==> config.mk <==
export PLATFORM = sky130hd
export DESIGN_NAME = pool_max_stage
export DESIGN_NICKNAME = d
export VERILOG_FILES = /design/src/rtl/cnn_pkg.sv /design/src/rtl/float_max2.sv /design/src/rtl/pool_max_stage.sv
export SDC_FILE = /design/constraint.sdc
export NUM_CORES = 1
export LEC_CHECK = 0
export ABC_CLOCK_PERIOD_IN_PS = 13000
export CORE_ASPECT_RATIO = 0.9
export CORE_MARGIN = 2
export CORE_UTILIZATION = 40
export DETAILED_ROUTE_END_ITERATION = 8
export PLACE_DENSITY = 0.58
export SLEW_MARGIN = 20
export SYNTH_ARGS = -nofsm -noshare
export SYNTH_HDL_FRONTEND = slang
export SYNTH_SLANG_ARGS = --single-unit
export TNS_END_PERCENT = 50
==> constraint.sdc <==
create_clock -name clk -period 13 [get_ports clk]
set_input_delay 3.9 -clock clk [delete_from_list [all_inputs] [get_ports clk]]
set_output_delay 3.9 -clock clk [all_outputs]
set_load 0.005 [all_outputs]
==> src/rtl/cnn_pkg.sv <==
// Shared float32 definitions for the CNN datapath stages.
package cnn_pkg;

  localparam int FLOAT_WIDTH    = 32;
  localparam int FLOAT_SIGN_BIT = 31;
  localparam logic [FLOAT_WIDTH-1:0] FLOAT_POS_ZERO = 32'h0000_0000;

  typedef logic [FLOAT_WIDTH-1:0] float_t;

endpackage

==> src/rtl/float_max2.sv <==
// Combinational float32 max: sign-magnitude compare on raw bits, ties return in1.
module float_max2
  import cnn_pkg::*;
(
  input  logic [FLOAT_WIDTH-1:0] in1,
  input  logic [FLOAT_WIDTH-1:0] in2,
  output logic [FLOAT_WIDTH-1:0] out
);

  logic                         sign1;
  logic                         sign2;
  logic [FLOAT_SIGN_BIT-1:0]    mag1;
  logic [FLOAT_SIGN_BIT-1:0]    mag2;
  logic                         in2_wins;

  always_comb begin
    sign1    = in1[FLOAT_SIGN_BIT];
    sign2    = in2[FLOAT_SIGN_BIT];
    mag1     = in1[FLOAT_SIGN_BIT-1:0];
    mag2     = in2[FLOAT_SIGN_BIT-1:0];
    in2_wins = 1'b0;
    // +0 and -0 are equal, so the zero-magnitude case must bypass the sign test
    if ((mag1 == '0) && (mag2 == '0)) begin
      in2_wins = 1'b0;
    end else if (sign1 != sign2) begin
      in2_wins = sign1;
    end else if (!sign1) begin
      in2_wins = (mag2 > mag1);
    end else begin
      in2_wins = (mag2 < mag1);
    end
    out = in2_wins ? in2 : in1;
  end

endmodule

==> src/rtl/pool_max_stage.sv <==
// 2x2 stride-2 max pooling over a row-major float32 stream, emitting OFM writes.
// Optional POOL_RELU_EN: clamp negative pooled results to +0 at the output register.
module pool_max_stage
  import cnn_pkg::*;
#(
  parameter int DATA_WIDTH       = 32,
  parameter int IFM_SIZE         = 28,
  parameter int OFM_SIZE         = IFM_SIZE / 2,
  parameter int ADDRESS_SIZE_OFM = $clog2(OFM_SIZE * OFM_SIZE)
) (
  input  logic                        clk,
  input  logic                        reset,
  input  logic                        pool_clear,
  input  logic [DATA_WIDTH-1:0]       data_in,
  input  logic                        data_in_valid,
  output logic [DATA_WIDTH-1:0]       data_out,
  output logic                        data_out_valid,
  output logic [ADDRESS_SIZE_OFM-1:0] ofm_address,
  output logic                        frame_done
);

  localparam int CNT_W = (IFM_SIZE > 2) ? $clog2(IFM_SIZE) : 1;
  localparam int IDX_W = (OFM_SIZE > 1) ? $clog2(OFM_SIZE) : 1;
  localparam logic [CNT_W-1:0]            LAST_IDX  = CNT_W'(IFM_SIZE - 1);
  localparam logic [ADDRESS_SIZE_OFM-1:0] LAST_ADDR = ADDRESS_SIZE_OFM'(OFM_SIZE * OFM_SIZE - 1);

  if ((IFM_SIZE % 2) != 0) begin : g_odd_ifm
    $error("pool_max_stage: IFM_SIZE must be even");
  end
  if (DATA_WIDTH != FLOAT_WIDTH) begin : g_bad_width
    $error("pool_max_stage: DATA_WIDTH must equal FLOAT_WIDTH");
  end

  logic [CNT_W-1:0]            col_q, col_d;
  logic [CNT_W-1:0]            row_q, row_d;
  float_t                      pair_q, pair_d;
  logic [ADDRESS_SIZE_OFM-1:0] addr_cnt_q, addr_cnt_d;
  float_t                      dout_q, dout_d;
  logic                        dval_q, dval_d;
  logic [ADDRESS_SIZE_OFM-1:0] oaddr_q, oaddr_d;
  logic                        fdone_q, fdone_d;

  float_t                      line_buf [OFM_SIZE];
  logic [IDX_W-1:0]            lb_idx;
  logic                        lb_we;
  float_t                      pair_max;
  float_t                      win_max;

  assign lb_idx = IDX_W'(col_q >> 1);

  float_max2 u_pair_max (
    .in1 (pair_q),
    .in2 (data_in),
    .out (pair_max)
  );

  float_max2 u_win_max (
    .in1 (line_buf[lb_idx]),
    .in2 (pair_max),
    .out (win_max)
  );

  always_comb begin
    col_d      = col_q;
    row_d      = row_q;
    pair_d     = pair_q;
    addr_cnt_d = addr_cnt_q;
    dout_d     = dout_q;
    oaddr_d    = oaddr_q;
    dval_d     = 1'b0;
    fdone_d    = 1'b0;
    lb_we      = 1'b0;
    if (pool_clear) begin
      col_d      = '0;
      row_d      = '0;
      pair_d     = FLOAT_POS_ZERO;
      addr_cnt_d = '0;
    end else if (data_in_valid) begin
      if (col_q == LAST_IDX) begin
        col_d = '0;
        row_d = (row_q == LAST_IDX) ? '0 : row_q + CNT_W'(1);
      end else begin
        col_d = col_q + CNT_W'(1);
      end
      if (!col_q[0]) begin
        pair_d = data_in;
      end else if (!row_q[0]) begin
        lb_we = 1'b1;
      end else begin
`ifdef POOL_RELU_EN
        dout_d = win_max[FLOAT_SIGN_BIT] ? FLOAT_POS_ZERO : win_max;
`else
        dout_d = win_max;
`endif
        dval_d     = 1'b1;
        oaddr_d    = addr_cnt_q;
        fdone_d    = (addr_cnt_q == LAST_ADDR);
        addr_cnt_d = (addr_cnt_q == LAST_ADDR) ? '0 : addr_cnt_q + ADDRESS_SIZE_OFM'(1);
      end
    end
  end

  always_ff @(posedge clk or posedge reset) begin
    if (reset) begin
      col_q      <= '0;
      row_q      <= '0;
      pair_q     <= FLOAT_POS_ZERO;
      addr_cnt_q <= '0;
      dout_q     <= '0;
      dval_q     <= 1'b0;
      oaddr_q    <= '0;
      fdone_q    <= 1'b0;
    end else begin
      col_q      <= col_d;
      row_q      <= row_d;
      pair_q     <= pair_d;
      addr_cnt_q <= addr_cnt_d;
      dout_q     <= dout_d;
      dval_q     <= dval_d;
      oaddr_q    <= oaddr_d;
      fdone_q    <= fdone_d;
    end
  end

  // Line buffer holds even-row pair maxima; contents need no reset.
  always_ff @(posedge clk) begin
    if (lb_we) begin
      line_buf[lb_idx] <= pair_max;
    end
  end

  assign data_out       = dout_q;
  assign data_out_valid = dval_q;
  assign ofm_address    = oaddr_q;
  assign frame_done     = fdone_q;

endmodule

[Word-level counts from Yosys, hierarchy flattened]
Memories as Yosys holds them, arrays and structs flattened.
Index checks and enable logic that the tools add are counted.
Word-level totals
  output and inout port bits: 42
  memories: 1
  RAM bits: 448
  word-level logic and storage cells: 74
  flip-flop bits (word level): 92
Cells by class
  bitwise gates (word level): 1
  muxes and demuxes: 37
  add/sub/neg operators: 3
  equal/unequal tests: 6
  magnitude comparators: 4
  reductions and logical operators: 14
Memories
  line_buf: depth 14, bits a word 32, read ports 1, clocked after memory_dff 0, write ports 1, line pool_max_stage.sv:43  | float_t line_buf [OFM_SIZE];
Operators by type and width (number)
  two-way mux 32 bit: 5
  zero test 31 bit: 4
  greater-than comparator 31 bit: 2
  < comparator 31 bit: 2
  two-way mux 8 bit: 5
  two-way mux 5 bit: 7
  two-way mux 1 bit: 20
  adder 5 x 1 -> 5 bit (second input constant): 2
  equality test 5 bit (second input constant): 2
  adder 8 x 1 -> 8 bit (second input constant): 1
  equality test 8 bit (second input constant): 1
  nonzero test 2 bit: 4
  AND reduction 2 bit: 2
  AND reduction 4 bit: 1
  AND reduction 3 bit: 1
  logical AND 1 bit: 2
  != test 1 bit: 2
  != test 2 bit (second input constant): 1
  NOT 1 bit: 1

[Depth between registers and ports, before layout]
Gate-level depths: netlist of the first run.
  word-level depth: 10
  gate-level depth with buffers: 26

[Cells and area by module]
Synthesis of the first run repeated with hierarchy kept, for this count alone.
Unflattened totals
  cell total of the unflattened synthesis: 1504
  area total of the unflattened synthesis: 23657.7 um2
Modules (own cells, without submodules)
  pool_max_stage: times used 1, sequential area each 15755.1 um2, area each 20694.8 um2, cells an instance 1156
  float_max2: times used 2, sequential area each 0.0 um2, area each 1481.4 um2, cells an instance 174

[Least setup slack after synthesis of the first run]
Ideal clock, no wire load.
  path type: input -> register
  from: input data_in[21]
  to: register dout_q[1] (netlist: data_out[1])
  setup slack: 4.002 ns
  cell stages on the path: 21
  data arrival time: 8.872 ns
  required time: 12.874 ns
  path buffers: 3
  library setup time: 0.126 ns
  cell sequence: ha_1 -> nand4_1 -> nor3_1 -> a221o_1 -> o31ai_1 -> nand4_1 -> mux2_4 -> buf_2 -> buf_1 -> mux2_2 -> ha_1 -> nand3_1 -> or3_1 -> nor4_1 -> a21boi_0 -> a2111o_1 -> o21bai_4 -> a211oi_4 -> buf_6 -> nor3_1 -> a221o_1
Between the ends
  cells in the longest elaborated chain, start to end: 10
  elaborated cells between the ends (all ways): 17
Ends and longest elaborated chain
  from (decl): line pool_max_stage.sv:14  | input logic [DATA_WIDTH-1:0] data_in,
  greater-than comparator 31 bit / < comparator 31 bit (equally long branches): line float_max2.sv:28, float_max2.sv:30
  two-way mux 1 bit: line float_max2.sv:27  | end else if (!sign1) begin
  two-way mux 1 bit: line float_max2.sv:25  | end else if (sign1 != sign2) begin
  two-way mux 1 bit (*): line float_max2.sv:23  | if ((mag1 == '0) && (mag2 == '0)) begin
  two-way mux 32 bit (*): line float_max2.sv:32  | out = in2_wins ? in2 : in1;
  net pair_max[29]: line pool_max_stage.sv:46  | float_t pair_max;
  greater-than comparator 31 bit / < comparator 31 bit (equally long branches): line float_max2.sv:28, float_max2.sv:30
  two-way mux 1 bit: line float_max2.sv:27
  two-way mux 1 bit: line float_max2.sv:25
  two-way mux 1 bit (*): line float_max2.sv:23
  two-way mux 32 bit (*): line float_max2.sv:32
  to (signal assigned): line pool_max_stage.sv:118  | dout_q <= dout_d;
  to (decl): line pool_max_stage.sv:38  | float_t dout_q, dout_d;
The timed path passes the listed nets; every way through them passes the cells marked *.
A chain may end at the register's enable or synchronous reset.

[Final worst setup path of the first run]
  from: input data_in[1]
  to: register dout_q[1] (netlist: data_out[1])
Same word-level chain as after synthesis.

==> impl_metrics.yaml, run 1 <==
status:
  outcome: "completed"
power:
  p_clk_share_pct: 40.6
  combPwrFrac_pct: 8.5
  internal_power_uw: 2930
  p_sw_share_pct: 22.9
  cellPowerDensity_nw_per_um2: 142
  total_leakage_power_uw: 0.00923
  p_switching_uw: 873
  irDropWorstVdd_uv: 115
  seqPwrFrac_pct: 50.9
worst_hold_path:
  worstHoldPathCells: 2
  hold_path.class: "flop to flop"
synth:
  synth_top_area_share_pct: 57.7
  synth_edf_count: 448
  synth_largest_area_cell: "edfxtp_1"
  synth.distinct_cells: 54
  syn_avg_cell_area_um2: 15.8
  synth-seq-cells: 540
  syn_area_um2: 23300
  ys_seq_area_share_pct: 67.5
  syn_nets: 1581
  synthFlopType: "edfxtp_1"
  syn_inst: 1481
  ys_warn_count: 0
  synth_area_leaders: "edfxtp_1 (58%), dfrtp_1 (9.9%), mux4_2 (9.4%), ha_1 (3.4%), mux2i_1 (3.0%)"
  ys_async_sr_fraction_pct: 17.0
sta:
  fin_crit_ns: 10.06
  skew_ns: 0.0235
  finalCritPeriodShare_pct: 77.4
  finalMaxSlewViolations: 0
  max_slew_margin_pct: 34.8
  setup_violations: 0
  timing.fmax_mhz: 99.4
  setup_ws_ns: 2.94
  rsz0062_at_grt: "false"
  finalHoldViolCount: 0
  tns_ns: 0
  worst_pin_slew_ns: 0.978
setup_path:
  critPathMaxFanout: 42
  cp-start-kind: "input port"
  setup.worst_path.class: "input port to flop"
  endpoint_kind: "flop"
  worstPathRequired_ns: 13.48
  reg2reg_depth: 20
  cp.arrival_ns: 10.54
clock_network:
  clk_latency_ns: 0.61
  cts_setup_buffers: 0
  cts_hold_buf: 0
  cts-root-buf: "clkbuf_16"
  cts_buffer_depth: 3
  cts_buffers: 53
  clock_sinks: 540
  cts_tree: "done"
  post_cts_resize_count: 0
  clk_pin_slew_ns: 0.07
  htreeDepth: 2
cells_and_area:
  final_core_util_pct: 46.7
  area_delta_synth_final_pct: 14.8
  n_antenna_cell: 0
  drive_gt1_share_pct: 17.1
  finalNetCount: 1665
global_route:
  grt_usage_pct: 20.0
  grt_max_degree: 75
  grt_pass1_vias: 13300
  grt_pass1_wl_um: 88300
  overflow: 0
  antenna_found_initial: 0
drt:
  vias: 13400
  drc: 0
  wire_per_inst_um: 25.0
  wl_um: 59300
  first_iter_violations: 1222
  detail_route.vias_per_cell: 5.67
  dr.pass1.iters: 5
  ant_nets: 0
placement:
  gp_congestion: 0.854
  dpl_worst_slack_ns: 2.34
  hpwl_um: 35600
  io_buffers: 77
floorplanning:
  fp.dieW_um: 259
  coreArea_um2: 57300
  die_h_um: 233
  die_area_um2: 60300
  io_pins: 78
  initial_core_util_pct: 40.7
  rows: 83
flow_run:
  drv_cap: 0
## cell usage in the layout (no fill, tap or decap), types with 25 or more instances in the layout
master,Yosys,routed
dfrtp_1,92,88
clkdlybuf4s50_1,0,77
mux2i_1,69,69
edfxtp_1,448,448
mux4_2,97,97
ha_1,64,64
mux2_2,34,34
a21oi_1,95,94
inv_1,41,40
or3_1,25,25
nor2_1,105,95
buf_4,2,28
nand3_1,57,57
nand2_1,86,86
a22o_1,32,32
clkbuf_16,0,53
## logic make-up after synthesis
kind of cell / count (synthesis) / share of synthesized area (%)
and+or+nand+nor: 364 / 7.49
AOI/OAI and AO/OA: 188 / 5.12
buffers and inverters: 118 / 2.17
muxes: 201 / 14.0
DFF: 540 / 67.5
xor gates and xnor gates: 6 / 0.225
adders and majority gates: 64 / 3.43
## registers in the layout, indices dropped and copies added (netlist names)
name,count
ofm_address,8
addr_cnt_q,8
pair_q,32
frame_done,1
data_out_valid,1
line_buf,448
data_out,32
row_q,5
col_q,5
## area by class of cell
| class | count | area, um2 |
|---|---|---|
| multi-input combinational | 823 | 7180 |
| sequential | 540 | 15800 |
| fill | 4937 | 30500 |
| clock inverter | 29 | 304 |
| tap | 765 | 957 |
| clock buffer | 68 | 1420 |
| inverter | 41 | 156 |
| timing repair buffer | 106 | 1000 |
## final timing paths
check / endpoint / startpoint / slack (ns)
max: data_out[1] / data_in[1] / 2.94
min: ofm_address[1] / ofm_address[1] / 0.48
max reg2reg: data_out[1] / col_q[1] / 5.87
min reg2reg: ofm_address[1] / ofm_address[1] / 0.48
max in group asynchronous: data_out[25] / reset / 8.07
min in group asynchronous: data_out[2] / reset / 3.65
## metrics by stage
stage,instance area (um2),total power [uW],instances,hold WS (ns)
after global routing,26800,3930,2372,0.519
after CTS,26800,3830,2372,0.485
after detailed placement,25100,2290,2275,0.466
final,26800,3800,2372,0.479
after global placement,25100,2290,2275,0.460
after floorplan,23300,2190,1481,0.470
## routing by layer
layer	part of all wire (%)	vias up	global-route usage (%)
li1	-	5952	-
met1	45	6959	28.9
met2	46	435	31.0
met3	6.9	92	3.99
met4	2.3	0	5.38
met5	0	-	0
## cells in the mapped netlist (all sizes together) (3+ instances only)
master,instances
or3,25
xor2,3
nor2,105
or4,4
nand4,19
a21oi,95
nor3,14
mux4,97
a21o,14
o211ai,3
a31oi,7
ha,64
inv,41
nor3b,8
dfrtp,92
clkbuf,43
nor4,17
mux2,35
a22o,32
buf,34
mux2i,69
nand3,58
nand2,86
o21ai,22
edfxtp,448
nand2b,6
nor2b,3
and3,5
o31ai,3
or2,7
xnor2,3
## power by group through the flow
| stage | Clock (uW) | Sequential, uW | Combinational (uW) |
|---|---|---|---|
| floorplan | 0 | 1960 | 224 |
| global placement | 0 | 1970 | 316 |
| detailed placement | 0 | 1970 | 323 |
| CTS | 1570 | 1930 | 324 |
| global route | 1640 | 1940 | 355 |
| finish | 1550 | 1940 | 323 |
## critical path: stages
cell,delay [ns]
clkdlybuf4s50_1,0.66
ha_1,0.31
nor2b_1,0.14
o21ai_0,0.15
a21oi_1,0.10
o31ai_1,0.27
nand4_1,0.15
mux2_4,0.62
mux2_2,0.54
ha_1,0.35
nand3_1,0.10
or3_1,0.45
nor4_1,0.39
a21boi_0,0.19
a2111o_1,0.37
o21bai_4,0.18
a211oi_4,0.82
buf_4,0.45
nor3_1,0.09
a221o_1,0.29
No activity file was read; power rests on OpenSTA's default activity.
==> run 2: changes to the inputs <==
- ABC_CLOCK_PERIOD_IN_PS: 13000 -> 9900
- clock period: 13 -> 9.9 ns (I/O delays scaled with it)
==> impl_metrics.yaml, run 2 (synthesis gave the netlist of run 1 again) <==
setup_path:
  endpoint_kind: "flop"
  reg2reg_depth: 20
  worstSetupStartpoint: "data_in[1]"
  cp-start-kind: "input port"
  cp.arrival_ns: 9.15
  crit_end: "data_out[1]"
  rrSetupSlack_ns: 3.65
  r2r-start: "pair_q[30]"
  worstPathRequired_ns: 10.37
  r2r_end: "data_out[1]"
  setup.worst_path.class: "input port to flop"
  critPathMaxFanout: 54
global_route:
  grt_max_degree: 70
  grt_pass1_vias: 13200
  antenna_found_initial: 2
  overflow: 0
  grt_usage_pct: 19.8
  grt_pass1_wl_um: 87700
sta:
  tns_ns: 0
  finalMaxSlewViolations: 0
  finalCritPeriodShare_pct: 87.7
  timing.fmax_mhz: 115
  rsz0062_at_grt: "false"
  max_slew_margin_pct: 32.9
  hold_slack_ns: 0.472
  finalHoldViolCount: 0
  setup_violations: 0
  fin_crit_ns: 8.68
  skew_ns: 0.0274
  worst_pin_slew_ns: 1.01
cells_and_area:
  fin_area_um2: 26900
  n_antenna_cell: 0
  largest_reg_flops: 448
  drive_gt1_share_pct: 17.3
  finalNetCount: 1666
  final_common_cell: "edfxtp_1"
  fillers: 4939
  final_cell_mix: "edfxtp_1 (448), mux4_2 (97), nor2_1 (95), a21oi_1 (94), dfrtp_1 (88)"
  area_delta_synth_final_pct: 15.3
  top_register: "line_buf"
status:
  outcome: "completed"
drt:
  drc: 0
  wire_per_inst_um: 25.0
  wl_um: 59300
  ant_nets: 0
  first_iter_violations: 1338
  detail_route.vias_per_cell: 5.64
  dr.pass1.iters: 5
  vias: 13400
floorplanning:
  die_h_um: 233
  fp.dieW_um: 259
  rows: 83
  die_area_um2: 60300
  initial_core_util_pct: 40.7
  coreArea_um2: 57300
  io_pins: 78
flow_run:
  drv_cap: 0
placement:
  gp_congestion: 0.826
  placed_area_um2: 25100
  io_buffers: 77
  hpwl_um: 35700
clock_network:
  cts_setup_buffers: 0
  cts_buffers: 53
  htreeDepth: 2
  cts_tree: "done"
  cts-root-buf: "clkbuf_16"
  clk_pin_slew_ns: 0.07
  cts_hold_buf: 0
  post_cts_resize_count: 0
  clock_sinks: 540
  clk_latency_ns: 0.59
  cts_buffer_depth: 3
power:
  cellPowerDensity_nw_per_um2: 189
  irDropWorstVdd_uv: 152
  total_leakage_power_uw: 0.00928
worst_hold_path:
  min-delay-start: "ofm_address[2]"
  hold_path.class: "flop to flop"
## run 2: cell count changes in the layout (fill, tap and decap cells not counted), sizes merged
| cell | before | now |
|---|---|---|
| clkinv | 18 | 14 |
| clkinvlp | 4 | 5 |
| bufinv | 6 | 9 |
| buf | 29 | 30 |
| inv | 42 | 41 |
## run 2: worst min-delay path by stage
| stage | cells past startpoint | slack [ns] | to |
|---|---|---|---|
| finish | 2 | 0.47 | ofm_address[2] |
| global route | 2 | 0.50 | ofm_address[4] |
| CTS | 2 | 0.48 | ofm_address[2] |
| detailed placement | 2 | 0.46 | ofm_address[2] |
| global placement | 2 | 0.46 | ofm_address[2] |
| floorplan | 2 | 0.47 | ofm_address[1] |
## run 2: layer usage
metal	share of wire [%]	global-route usage, %	routed length, um	vias up
met5	0	0	0	-
met4	1.4	3.67	806	0
met3	7.4	3.70	4400	64
met2	46	30.9	27100	472
met1	46	29.1	27000	6913
li1	-	-	-	5938
## run 2: through the flow
stage	std cells	utilization, %	total power (uW)	setup slack [ns]
2_1_floorplan	1481	-	2870	1.83
3_3_place_gp	2276	43.7	3010	0.845
3_5_place_dp	2276	43.7	3010	0.659
4_1_cts	2372	46.9	5120	1.27
5_1_grt	2372	46.9	5260	0.829
6_report	2372	46.9	5080	1.22
## run 2: critical path, cell delays in order
cell             delay [ns]
clkdlybuf4s50_1        0.69
ha_1                   0.31
nor2b_1                0.13
o21ai_0                0.15
a21oi_1                0.10
o31ai_1                0.28
nand4_1                0.15
mux2_4                 0.61
mux2_2                 0.54
ha_1                   0.35
nand3_1                0.09
or3_1                  0.43
nor4_1                 0.39
a21boi_0               0.20
a2111o_1               0.39
o21bai_4               0.20
a211oi_4               0.23
buf_4                  0.51
nor3_1                 0.10
a221o_1                0.30
## run 2: where the power goes
part | internal [uW] | total, uW | switching (uW)
logic | 157 | 426 | 269
clock network | 1270 | 2120 | 850
registers | 2520 | 2540 | 18.2
total | 3950 | 5080 | 1140
## run 2: area by class of cell
type / instances / area (um2) / share of cell area, %
Timing Repair Buffer: 107 / 1010 / 3.75
Tap cell: 765 / 957 / 3.56
Clock inverter: 28 / 372 / 1.38
Clock buffer: 68 / 1450 / 5.40
Inverter: 41 / 156 / 0.582
Multi-Input combinational cell: 823 / 7180 / 26.7
Sequential cell: 540 / 15800 / 58.6
==> run 3: changes to the inputs <==
- RECOVER_POWER: default -> 50
==> impl_metrics.yaml, run 3 (synthesis gave the netlist of run 1 again) <==
status:
  outcome: "complete, but fails checks"
  violations: "capacitance limit, slew limit"
power:
  irDropWorstVdd_uv: 152
  cellPowerDensity_nw_per_um2: 190
  total_leakage_power_uw: 0.00934
  total_power_uw: 5080
drt:
  first_iter_violations: 1371
  wire_per_inst_um: 25.0
  drc: 0
  detail_route.vias_per_cell: 5.68
  wl_um: 59300
  dr.pass1.iters: 5
  ant_nets: 0
  vias: 13500
setup_path:
  cp-start-kind: "input port"
  critPathMaxFanout: 54
  cp.arrival_ns: 9.29
  endpoint_kind: "flop"
  setup.worst_path.class: "input port to flop"
  worstPathRequired_ns: 10.37
clock_network:
  cts_buffers: 53
  cts_tree: "done"
  htreeDepth: 2
  cts_hold_buf: 0
  post_cts_resize_count: 0
  cts-root-buf: "clkbuf_16"
  clock_sinks: 540
  cts_buffer_depth: 3
  clk_latency_ns: 0.59
  clk_pin_slew_ns: 0.07
  cts_setup_buffers: 0
global_route:
  grt_pass1_wl_um: 87700
  grt_usage_pct: 19.8
  grt_max_degree: 70
  overflow: 0
  antenna_found_initial: 3
  grt_pass1_vias: 13200
cells_and_area:
  seq_area_um2: 15800
  final_common_cell: "edfxtp_1"
  final_core_util_pct: 46.7
  multi_input_area_um2: 7100
  drive_gt1_share_pct: 15.7
  final_cells: 2372
  final_cell_mix: "edfxtp_1 (448), nor2_1 (102), mux4_2 (97), a21oi_1 (95), dfrtp_1 (88)"
  largest_reg_flops: 448
  top_register: "line_buf"
  n_antenna_cell: 0
  finalNetCount: 1666
  fillers: 4963
  area_delta_synth_final_pct: 14.7
floorplanning:
  die_area_um2: 60300
  rows: 83
  initial_core_util_pct: 40.7
  die_h_um: 233
  coreArea_um2: 57300
  io_pins: 78
  fp.dieW_um: 259
placement:
  dpl.cell_count: 2276
  io_buffers: 77
  gp_congestion: 0.826
  hpwl_um: 35700
sta:
  tns_ns: 0
  finalCritPeriodShare_pct: 89.1
  fin_crit_ns: 8.82
  setup_violations: 0
  skew_ns: 0.0280
  timing.fmax_mhz: 113
  rsz0062_at_grt: "false"
  worst_pin_slew_ns: 4.01
  max_slew_margin_pct: -167
  hold_slack_ns: 0.467
  finalMaxSlewViolations: 498
  finalHoldViolCount: 0
flow_run:
  drv_cap: 17
worst_hold_path:
  hold_path.class: "flop to flop"
-- run 3: through the flow --
stage,instance area (um2),setup slack (ns)
finish,26800,1.08
global route,26800,0.708
detailed placement,25100,0.659
global placement,25100,0.845
CTS,26900,1.27
floorplan,23300,1.83
-- run 3: worst paths after layout --
| check | slack, ns | end | startpoint | cells past startpoint |
|---|---|---|---|---|
| hold / removal | 0.47 | ofm_address[2] | ofm_address[2] | 2 |
| max in group asynchronous | 2.44 | data_out[10] | reset | 3 |
| setup reg to reg | 3.55 | data_out[1] | pair_q[30] | 20 |
| hold reg to reg | 0.47 | ofm_address[2] | ofm_address[2] | 2 |
| setup / recovery | 1.08 | data_out[1] | data_in[4] | 18 |
| min in group asynchronous | 3.12 | ofm_address[4] | reset | 2 |
-- run 3: critical path: stages --
cell           delay [ns]
dlygate4sd3_1        0.64
nor4_1               0.32
nand4_1              0.16
or4_1                0.56
o211ai_1             0.22
mux2_4               0.57
mux2_2               0.55
ha_1                 0.36
nand3_1              0.08
or3_1                0.43
nor4_1               0.39
a21boi_0             0.20
a2111o_1             0.39
o21bai_4             0.19
a211oi_4             0.23
buf_4                0.52
nor3_1               0.10
a221o_1              0.38
-- run 3: routing by layer --
layer / routed length [um] / global-route usage (%)
met1: 26900 / 29.1
met2: 26900 / 30.9
met3: 4680 / 3.70
met4: 865 / 3.67
met5: 0 / 0
-- run 3: cell type report --
cell class / instances / area share [%]
Sequential cell: 540 / 58.9
Multi-Input combinational cell: 823 / 26.5
Clock buffer: 68 / 5.43
Tap cell: 765 / 3.58
Timing Repair Buffer: 107 / 3.57
Clock inverter: 28 / 1.39
Inverter: 41 / 0.580
-- run 3: power by group --
group | total, uW | internal [uW] | switching (uW)
clock | 2120 | 1270 | 849
combinational | 424 | 156 | 268
sequential | 2540 | 2520 | 18.1
total | 5080 | 3940 | 1140
